--- src/rtl/int_exec_unit_pkg.sv ---
// -----------------------------------------------------------------------------
// int_exec_unit_pkg
// Shared definitions for the integer execution unit and its neighbours:
//   - exception-type codes carried on the RS issue/commit buses
//   - opgen (operation) encodings shared with the RS and decoder
// -----------------------------------------------------------------------------
package int_exec_unit_pkg;

    localparam int EXC_CODE_W   = 4;
    localparam int OPGEN_CODE_W = 5;

    localparam logic [EXC_CODE_W-1:0] EXC_NONE     = 4'h0;
    localparam logic [EXC_CODE_W-1:0] EXC_OVERFLOW = 4'hC;

    typedef enum logic [OPGEN_CODE_W-1:0] {
        OP_ADD  = 5'd0,
        OP_ADDU = 5'd1,
        OP_SUB  = 5'd2,
        OP_SUBU = 5'd3,
        OP_AND  = 5'd4,
        OP_OR   = 5'd5,
        OP_XOR  = 5'd6,
        OP_NOR  = 5'd7,
        OP_SLT  = 5'd8,
        OP_SLTU = 5'd9,
        OP_SLL  = 5'd10,
        OP_SRL  = 5'd11,
        OP_SRA  = 5'd12,
        OP_LUI  = 5'd13
    } opgen_e;

endpackage

--- src/rtl/int_exec_unit_alu.sv ---
// -----------------------------------------------------------------------------
// int_alu
// Purely combinational integer ALU with exception resolution.
// Ports:
//   opgen_i     operation code
//   operand1_i  first operand (value for shifts)
//   operand2_i  second operand (shift amount in [4:0], LUI immediate in [15:0])
//   exc_i       exception already attached upstream
//   result_o    result data (0 whenever an exception is reported)
//   exc_o       final exception type
// -----------------------------------------------------------------------------
module int_alu
    import int_exec_unit_pkg::*;
#(
    parameter int DATA_W  = 32,
    parameter int EXC_W   = EXC_CODE_W,
    parameter int OPGEN_W = OPGEN_CODE_W
) (
    input  logic [OPGEN_W-1:0] opgen_i,
    input  logic [DATA_W-1:0]  operand1_i,
    input  logic [DATA_W-1:0]  operand2_i,
    input  logic [EXC_W-1:0]   exc_i,
    output logic [DATA_W-1:0]  result_o,
    output logic [EXC_W-1:0]   exc_o
);

    localparam int MSB = DATA_W - 1;

    logic [DATA_W-1:0] sum;
    logic [DATA_W-1:0] diff;
    logic [DATA_W-1:0] raw;
    logic              ovf;
    logic [4:0]        shamt;

    assign sum   = operand1_i + operand2_i;
    assign diff  = operand1_i - operand2_i;
    assign shamt = operand2_i[4:0];

    always_comb begin
        raw = '0;
        ovf = 1'b0;
        case (opgen_i)
            OP_ADD: begin
                raw = sum;
                // same-sign operands producing an opposite-sign sum
                ovf = (operand1_i[MSB] == operand2_i[MSB]) && (sum[MSB] != operand1_i[MSB]);
            end
            OP_ADDU: raw = sum;
            OP_SUB: begin
                raw = diff;
                // differing-sign operands where the result sign flips away from operand1
                ovf = (operand1_i[MSB] != operand2_i[MSB]) && (diff[MSB] != operand1_i[MSB]);
            end
            OP_SUBU: raw = diff;
            OP_AND:  raw = operand1_i & operand2_i;
            OP_OR:   raw = operand1_i | operand2_i;
            OP_XOR:  raw = operand1_i ^ operand2_i;
            OP_NOR:  raw = ~(operand1_i | operand2_i);
            OP_SLT:  raw = {{(DATA_W-1){1'b0}}, ($signed(operand1_i) < $signed(operand2_i))};
            OP_SLTU: raw = {{(DATA_W-1){1'b0}}, (operand1_i < operand2_i)};
            OP_SLL:  raw = operand1_i << shamt;
            OP_SRL:  raw = operand1_i >> shamt;
            OP_SRA:  raw = $signed(operand1_i) >>> shamt;
            OP_LUI:  raw = {operand2_i[15:0], {(DATA_W-16){1'b0}}};
            default: raw = '0;
        endcase
    end

    // Upstream exception wins over overflow; any exception zeroes the data.
    always_comb begin
        result_o = raw;
        exc_o    = EXC_W'(EXC_NONE);
        if (exc_i != EXC_W'(EXC_NONE)) begin
            result_o = '0;
            exc_o    = exc_i;
        end else if (ovf) begin
            result_o = '0;
            exc_o    = EXC_W'(EXC_OVERFLOW);
        end
    end

endmodule

--- src/rtl/int_exec_unit.sv ---
// -----------------------------------------------------------------------------
// int_exec_unit
// Integer execution unit between the integer RS issue and commit channels.
// Accepts one issue per cycle (no backpressure) and returns the result, with
// final exception type, to the RS commit channel.
// Build option: define INT_EXEC_UNIT_PIPE2_EN to register the issued operands
// before the ALU (latency 2); otherwise the ALU feeds the output register
// directly from the issue inputs (latency 1).
// Ports:
//   clk, rst            clock, synchronous active-high reset
//   flush               drop everything in flight and any same-cycle issue
//   issue_*             issued entry: valid, RS line, exc type, opgen, operands
//   rs_commit_*         one-cycle commit pulse with RS line, exc type, data
//   busy                any stage holds a valid operation
// -----------------------------------------------------------------------------
module int_exec_unit
    import int_exec_unit_pkg::*;
#(
    parameter int DATA_W    = 32,
    parameter int RS_ADDR_W = 4,
    parameter int EXC_W     = EXC_CODE_W,
    parameter int OPGEN_W   = OPGEN_CODE_W
) (
    input  logic                 clk,
    input  logic                 rst,
    input  logic                 flush,
    input  logic                 issue_valid,
    input  logic [RS_ADDR_W-1:0] issue_rs_addr,
    input  logic [EXC_W-1:0]     issue_exc_type,
    input  logic [OPGEN_W-1:0]   issue_opgen,
    input  logic [DATA_W-1:0]    issue_operand_1,
    input  logic [DATA_W-1:0]    issue_operand_2,
    output logic                 rs_commit_en,
    output logic [RS_ADDR_W-1:0] rs_commit_addr,
    output logic [EXC_W-1:0]     rs_commit_exc_type,
    output logic [DATA_W-1:0]    rs_commit_data,
    output logic                 busy
);

    logic                 alu_valid;
    logic [RS_ADDR_W-1:0] alu_addr;
    logic [OPGEN_W-1:0]   alu_opgen;
    logic [DATA_W-1:0]    alu_op1;
    logic [DATA_W-1:0]    alu_op2;
    logic [EXC_W-1:0]     alu_exc_in;
    logic [DATA_W-1:0]    alu_result;
    logic [EXC_W-1:0]     alu_exc_out;

`ifdef INT_EXEC_UNIT_PIPE2_EN
    logic                 s1_valid_q, s1_valid_d;
    logic [RS_ADDR_W-1:0] s1_addr_q;
    logic [EXC_W-1:0]     s1_exc_q;
    logic [OPGEN_W-1:0]   s1_opgen_q;
    logic [DATA_W-1:0]    s1_op1_q;
    logic [DATA_W-1:0]    s1_op2_q;

    assign s1_valid_d = issue_valid & ~flush;

    always_ff @(posedge clk) begin
        if (rst) begin
            s1_valid_q <= 1'b0;
            s1_addr_q  <= '0;
            s1_exc_q   <= '0;
            s1_opgen_q <= '0;
            s1_op1_q   <= '0;
            s1_op2_q   <= '0;
        end else begin
            s1_valid_q <= s1_valid_d;
            s1_addr_q  <= issue_rs_addr;
            s1_exc_q   <= issue_exc_type;
            s1_opgen_q <= issue_opgen;
            s1_op1_q   <= issue_operand_1;
            s1_op2_q   <= issue_operand_2;
        end
    end

    assign alu_valid  = s1_valid_q;
    assign alu_addr   = s1_addr_q;
    assign alu_opgen  = s1_opgen_q;
    assign alu_op1    = s1_op1_q;
    assign alu_op2    = s1_op2_q;
    assign alu_exc_in = s1_exc_q;
`else
    assign alu_valid  = issue_valid;
    assign alu_addr   = issue_rs_addr;
    assign alu_opgen  = issue_opgen;
    assign alu_op1    = issue_operand_1;
    assign alu_op2    = issue_operand_2;
    assign alu_exc_in = issue_exc_type;
`endif

    int_alu #(
        .DATA_W  (DATA_W),
        .EXC_W   (EXC_W),
        .OPGEN_W (OPGEN_W)
    ) u_alu (
        .opgen_i    (alu_opgen),
        .operand1_i (alu_op1),
        .operand2_i (alu_op2),
        .exc_i      (alu_exc_in),
        .result_o   (alu_result),
        .exc_o      (alu_exc_out)
    );

    logic                 out_valid_q, out_valid_d;
    logic [RS_ADDR_W-1:0] out_addr_q, out_addr_d;
    logic [EXC_W-1:0]     out_exc_q, out_exc_d;
    logic [DATA_W-1:0]    out_data_q, out_data_d;

    // Payload is zeroed when no commit is issued so the RS never sees stale data.
    always_comb begin
        out_valid_d = alu_valid & ~flush;
        out_addr_d  = '0;
        out_exc_d   = '0;
        out_data_d  = '0;
        if (out_valid_d) begin
            out_addr_d = alu_addr;
            out_exc_d  = alu_exc_out;
            out_data_d = alu_result;
        end
    end

    always_ff @(posedge clk) begin
        if (rst) begin
            out_valid_q <= 1'b0;
            out_addr_q  <= '0;
            out_exc_q   <= '0;
            out_data_q  <= '0;
        end else begin
            out_valid_q <= out_valid_d;
            out_addr_q  <= out_addr_d;
            out_exc_q   <= out_exc_d;
            out_data_q  <= out_data_d;
        end
    end

    assign rs_commit_en       = out_valid_q;
    assign rs_commit_addr     = out_addr_q;
    assign rs_commit_exc_type = out_exc_q;
    assign rs_commit_data     = out_data_q;

`ifdef INT_EXEC_UNIT_PIPE2_EN
    assign busy = s1_valid_q | out_valid_q;
`else
    assign busy = out_valid_q;
`endif

endmodule

--- config.mk ---
export PLATFORM = sky130hd
export DESIGN_NAME = int_exec_unit
export DESIGN_NICKNAME = d
export VERILOG_FILES = /design/src/rtl/int_exec_unit_pkg.sv /design/src/rtl/int_exec_unit_alu.sv /design/src/rtl/int_exec_unit.sv
export SDC_FILE = /design/constraint.sdc
export NUM_CORES = 1
export LEC_CHECK = 0
export ABC_CLOCK_PERIOD_IN_PS = 3480
export BUFFER_PORTS_ARGS = -buffer_cell sky130_fd_sc_hd__buf_2
export CAP_MARGIN = 20
export CELL_PAD_IN_SITES_DETAIL_PLACEMENT = 1
export CELL_PAD_IN_SITES_GLOBAL_PLACEMENT = 1
export CORE_MARGIN = 5
export CORE_UTILIZATION = 40
export DETAILED_ROUTE_END_ITERATION = 7
export GPL_TIMING_DRIVEN = 0
export PLACE_DENSITY_LB_ADDON = 0.1
export SLEW_MARGIN = 10
export SYNTH_ARGS = -nofsm -noshare
export SYNTH_HDL_FRONTEND = slang
export SYNTH_SLANG_ARGS = --single-unit
--- constraint.sdc ---
create_clock -name clk -period 3.48 [get_ports clk]
set_input_delay 0 -clock clk [delete_from_list [all_inputs] [get_ports clk]]
set_output_delay 0 -clock clk [all_outputs]
set_load 0.02 [all_outputs]
After elaboration in Yosys (flattened, before gate mapping) --
Index checks and enable logic that the tools add are counted. W data, S select, Z words.
Word-level totals: input bits 81, output and inout port bits 42, bits in registers 41, word-level logic and storage cells 47
Cells by class: magnitude comparators 2, bitwise operators 7, add/subtract/negate cells 2, equal/unequal tests 17, reductions and logical operators 8, shift operators 3, mux-type cells 4
Operators with widths (number):
- $pmux W32 S12 | 1
- $lt A32 B32 Y1 | 2
- $add A32 B32 Y32 | 1
- $and A32 B32 Y32 | 1
- $not A32 Y32 | 1
- $or A32 B32 Y32 | 1
- $shl A32 B5 Y32 | 1
- $shr A32 B5 Y32 | 1
- $sshr A32 B5 Y32 | 1
- $sub A32 B32 Y32 | 1
- $xor A32 B32 Y32 | 1
- $eq A5 B4 Y1 const B | 6
- $eq A5 B3 Y1 const B | 4
- $eq A5 B2 Y1 const B | 2
- $mux W4 | 2
- $reduce_or A2 Y1 | 3
- $eq A5 B1 Y1 const B | 1
- $logic_not A5 Y1 | 1
- $reduce_bool A4 Y1 | 1
- $reduce_or A4 Y1 | 1
- $ne A1 B1 Y1 | 3
- $logic_and A1 B1 Y1 | 2
- $not A1 Y1 | 2
- $pmux W1 S2 | 1
- other kinds (2) | 2

Logic depth before layout (Yosys ltp) --
depth after elaboration 6, mapped depth 14, depth with buffers taken out 12

Hierarchy --
From an unflattened synthesis, not the netlist that was laid out.
Unflattened totals: cells, all modules 1506, area total of the unflattened synthesis 10870.4 um^2
By module, submodules not included:
- int_alu | area each 9555.4 um^2, sequential area each 0.0 um^2, times used 1, cells each 1411
- int_exec_unit | area each 1315.0 um^2, sequential area each 820.8 um^2, times used 1, cells each 95

Worst setup path after synthesis --
No wires, ideal clock.
path kind in2reg, start point input port issue_operand_2[2], end point register out_data_q[26] (netlist: rs_commit_data[26]), stages on the path 14, buffers on the path 3, setup time 88 ps, arrival time 3305 ps, setup slack 86 ps, required time 3392 ps, cells stage by stage inv_2 buf_1 buf_1 ha_1 o211ai_1 o211ai_1 a311o_1 a211o_1 a21oi_2 a21oi_1 mux2i_1 a21o_2 buf_2 a311oi_2
On the way: cells in the longest elaborated chain, start to end 5, elaborated cells on any way between the ends 12, those cells by class 2 x add/sub; 2 x eq/ne; 3 x shift; 2 x mux; 3 x reduce/logical
Ends and longest elaborated chain:
- start: declaration | RTL line int_exec_unit.sv:32 | input logic [DATA_W-1:0] issue_operand_2,
- $sub A32 B32 Y32 / $add A32 B32 Y32 (equally long branches) | RTL line int_exec_unit_alu.sv:36, int_exec_unit_alu.sv:35
- $ne A1 B1 Y1 (on tied branches) | RTL line int_exec_unit_alu.sv:52, int_exec_unit_alu.sv:46
- $logic_and A1 B1 Y1 (on tied branches) | RTL line int_exec_unit_alu.sv:52, int_exec_unit_alu.sv:46
- $pmux W1 S2 | RTL line int_exec_unit_alu.sv:42 | case (opgen_i)
- $reduce_or A4 Y1 (no line)
- end signal: assignment | RTL line int_exec_unit.sv:133 | out_data_q <= out_data_d;
- end: declaration | RTL line int_exec_unit.sv:108 | logic [DATA_W-1:0] out_data_q, out_data_d;
Several ways; a longest one is shown, not always the timed one. A chain may end at the register's enable or synchronous reset.

Worst setup path after layout --
start point input port issue_opgen[1], end point register out_data_q[0] (netlist: rs_commit_data[0])
On the way: cells in the longest elaborated chain, start to end 3, elaborated cells on any way between the ends 19, those cells by class 13 x eq/ne; 2 x mux; 4 x reduce/logical
Ends and longest elaborated chain:
- start: declaration | RTL line int_exec_unit.sv:30 | input logic [OPGEN_W-1:0] issue_opgen,
- $eq A5 B2 Y1, or another cell as far along | RTL line int_exec_unit_alu.sv:42
- $reduce_or A2 Y1 (no line) / $pmux W1 S2 (equally long branches)
- $pmux W32 S12 / $reduce_or A4 Y1 (equally long branches)
Several ways; a longest one is shown, not always the timed one.

==> impl_metrics.toml <==
[sta]
finalHoldViolCount = 0
max_freq_mhz = 284.0
timing.final.setup_violations = 11
maxSlewHeadroom = 0.2633
worst_slack_ps = -41.24
fin_crit_ps = 3521
drv_slew = 0
worst_slew_pin_slew_ps = 1105
rsz0062_at_grt = "false"
period_share = 1.012
fin_worst_hold_slack_ps = 168.4

[synth]
synth_area_mm2 = 0.01031
synth_edf_count = 0
synth_commonest_cells = "nor2_1 (152), a21oi_1 (106), ha_1 (104)"
synth_flop_cell = "dfxtp_1"
yosys.area.top_type_share = 0.1262
syn_nets = 1584
synth_area_per_cell_um2 = 7.383
yosysWarnings = 0
ys_seq_elements = 41
synth_top_area_cell = "ha_1"
netlist_instances = 1397
synth_most_common_cell = "nor2_1"
ys_seq_area_frac = 0.07958
yosysUniqueCellTypes = 74
async_reset_ff_frac = 0
synthTopCellsByArea = "ha_1 (13%), mux4_2 (12%), dfxtp_1 (8.0%)"

[global_routing]
grt_pass1_vias = 12782
grt_max_degree = 19
grt_usage = 0.3858
grt_pass1_wl_mm = 84.32
antenna_found_initial = 3
overflow = 0

[floorplan]
pin_count = 123
start_util = 0.4084
coreArea_mm2 = 0.02525
dieHeight_um = 170.6
die_x_um = 170.6
die_area_mm2 = 0.02910
rows = 58

[finish]
nFillCells = 3240
utilization = 0.4658
syn_to_final_growth_pct = 14.05
drive_gt1_frac = 0.1764
nNetsFinal = 1722
instances_no_fill = 1866
num_antenna_cells = 0

[routing]
drt_wl_total_mm = 58.07
postRouteAntennaNets = 0
vias_per_cell = 6.864
initialDrtViolationCount = 1618
firstDrtPassIters = 5
routedWlPerCell_um = 31.12
routed-via-count = 12809
drc = 0

[setup_path]
crit_arrival_ps = 3660
worstPathRequired_ps = 3620
crit_top_cell = "buf_2"
cp_cell_sequence = "buf_2 -> buf_1 -> buf_2 -> clkdlybuf4s15_1 -> nand3_1 -> nand4_1 -> clkbuf_1 -> a211oi_1"
end_kind = "flip-flop"
cp-start-kind = "input pin"
crit_type = "input pin to flip-flop"
crit_slowest_cell = "clkdlybuf4s15_1"
cp_max_fo = 10
cpPeakStageDelay_ps = 860

[cts]
h-tree-depth = 2
numCtsBuffers = 5
cts.sinks = 41
cts_tree = "done"
clock_path_buffers = 2
clkTransAtPathRegs_ps = 70
cts-root-buf = "clkbuf_16"

[power_and_ir_drop]
peakVddDrop_mv = 0.1702
power_density_mw_per_mm2 = 241.9
leakagePower_nw = 4.906

[place]
gp_congestion = 1.040
dp.final_hpwl_mm = 46.46
port_buffers = 120
dp.cells = 1848

[status]
status = "finished, violations left"
failed_checks = "negative setup slack"

[worst_hold_path]
worst_hold_path_type = "input pin to flip-flop"

[run]
cap_violations = 0
[path summary, 6_finish.rpt]
kind	startpoint	end	depth (start not counted)
setup / recovery	issue_opgen[1]	rs_commit_data[0]$_SDFF_PP0_	8
hold / removal	flush	busy$_SDFF_PP0_	3
[through the flow]
step / setup slack (ps) / total power, mW / cell area [um2] / setup TNS [ps]
2_1_floorplan: 86.38 / 1.543 / 10310 / 0
3_3_place_gp: -1678 / 2.132 / 11330 / -51010
3_5_place_dp: -1686 / 2.148 / 11330 / -52470
4_1_cts: 25.96 / 2.774 / 11700 / 0
5_1_grt: 13.49 / 2.950 / 11760 / 0
6_report: -41.24 / 2.845 / 11760 / -287.9
[logic make-up (layout without fill, tap and decap cells)]
group | Yosys count | count (layout) | share of synthesized area
simple gates | 428 | 428 | 0.1893
xor+xnor | 51 | 51 | 0.04331
mux | 126 | 126 | 0.1888
flops | 41 | 41 | 0.07958
compound gates | 444 | 444 | 0.2898
fa+ha+maj | 106 | 106 | 0.1301
buf+inv | 201 | 340 | 0.07922
[critical path: cells and delay by family]
family	cells	cell delay, ps
buffers and inverters	5	2880
and+or+nand+nor	2	630
AOI/OAI and AO/OA	1	140
[sequential cells by signal (all words and copies together), names as in the netlist]
| name | cells |
|---|---|
| busy | 1 |
| rs_commit_data | 32 |
| rs_commit_addr | 4 |
| rs_commit_exc_type | 4 |
[power breakdown]
part | switching [mW] | internal [mW]
Combinational | 1.16 | 0.607
Clock | 0.243 | 0.360
Sequential | 0.000869 | 0.472
[routing by layer]
| metal | wire length [um] | part of all wire | track usage |
|---|---|---|---|
| met5 | 36 | 0.00062 | 0 |
| met2 | 26940 | 0.46 | 0.6365 |
| met4 | 3259 | 0.056 | 0.1858 |
| met1 | 22460 | 0.39 | 0.4979 |
| met3 | 5375 | 0.093 | 0.05291 |
[cell type report]
cell class,count,area (um2),area share
clock inverter,1,30.03,0.002553
buffer,102,465.4,0.03957
sequential,41,820.8,0.06978
clock buffer,7,142.6,0.01213
tap,330,412.9,0.03510
inverter,95,370.4,0.03149
multi-input combinational,1155,8780,0.7464
timing repair buffer,135,740.7,0.06297
[layout by cell type, fill, tap and decap left out, drive strengths merged, types with 15 or more instances in the layout]
cell,Yosys,layout
clkbuf,64,69
nand2,103,103
a21oi,109,109
nor2b,15,15
nor3,54,54
nand3,33,33
dfxtp,41,41
o21bai,18,18
o21ai,100,100
a211oi,33,33
mux4,54,54
xnor2,49,49
ha,104,104
buf,42,164
a221oi,16,16
a22oi,24,24
nor2,152,152
mux2i,64,64
inv,94,93
[timing repair]
action	in CTS	in global routing
hold buffers	10	0
buffers inserted	1	3
endpoints found under the hold margin	8	0
resized for setup	25	14
setup endpoints to repair	34	23
pin swaps	0	2
(Power assumes the default switching activity.)
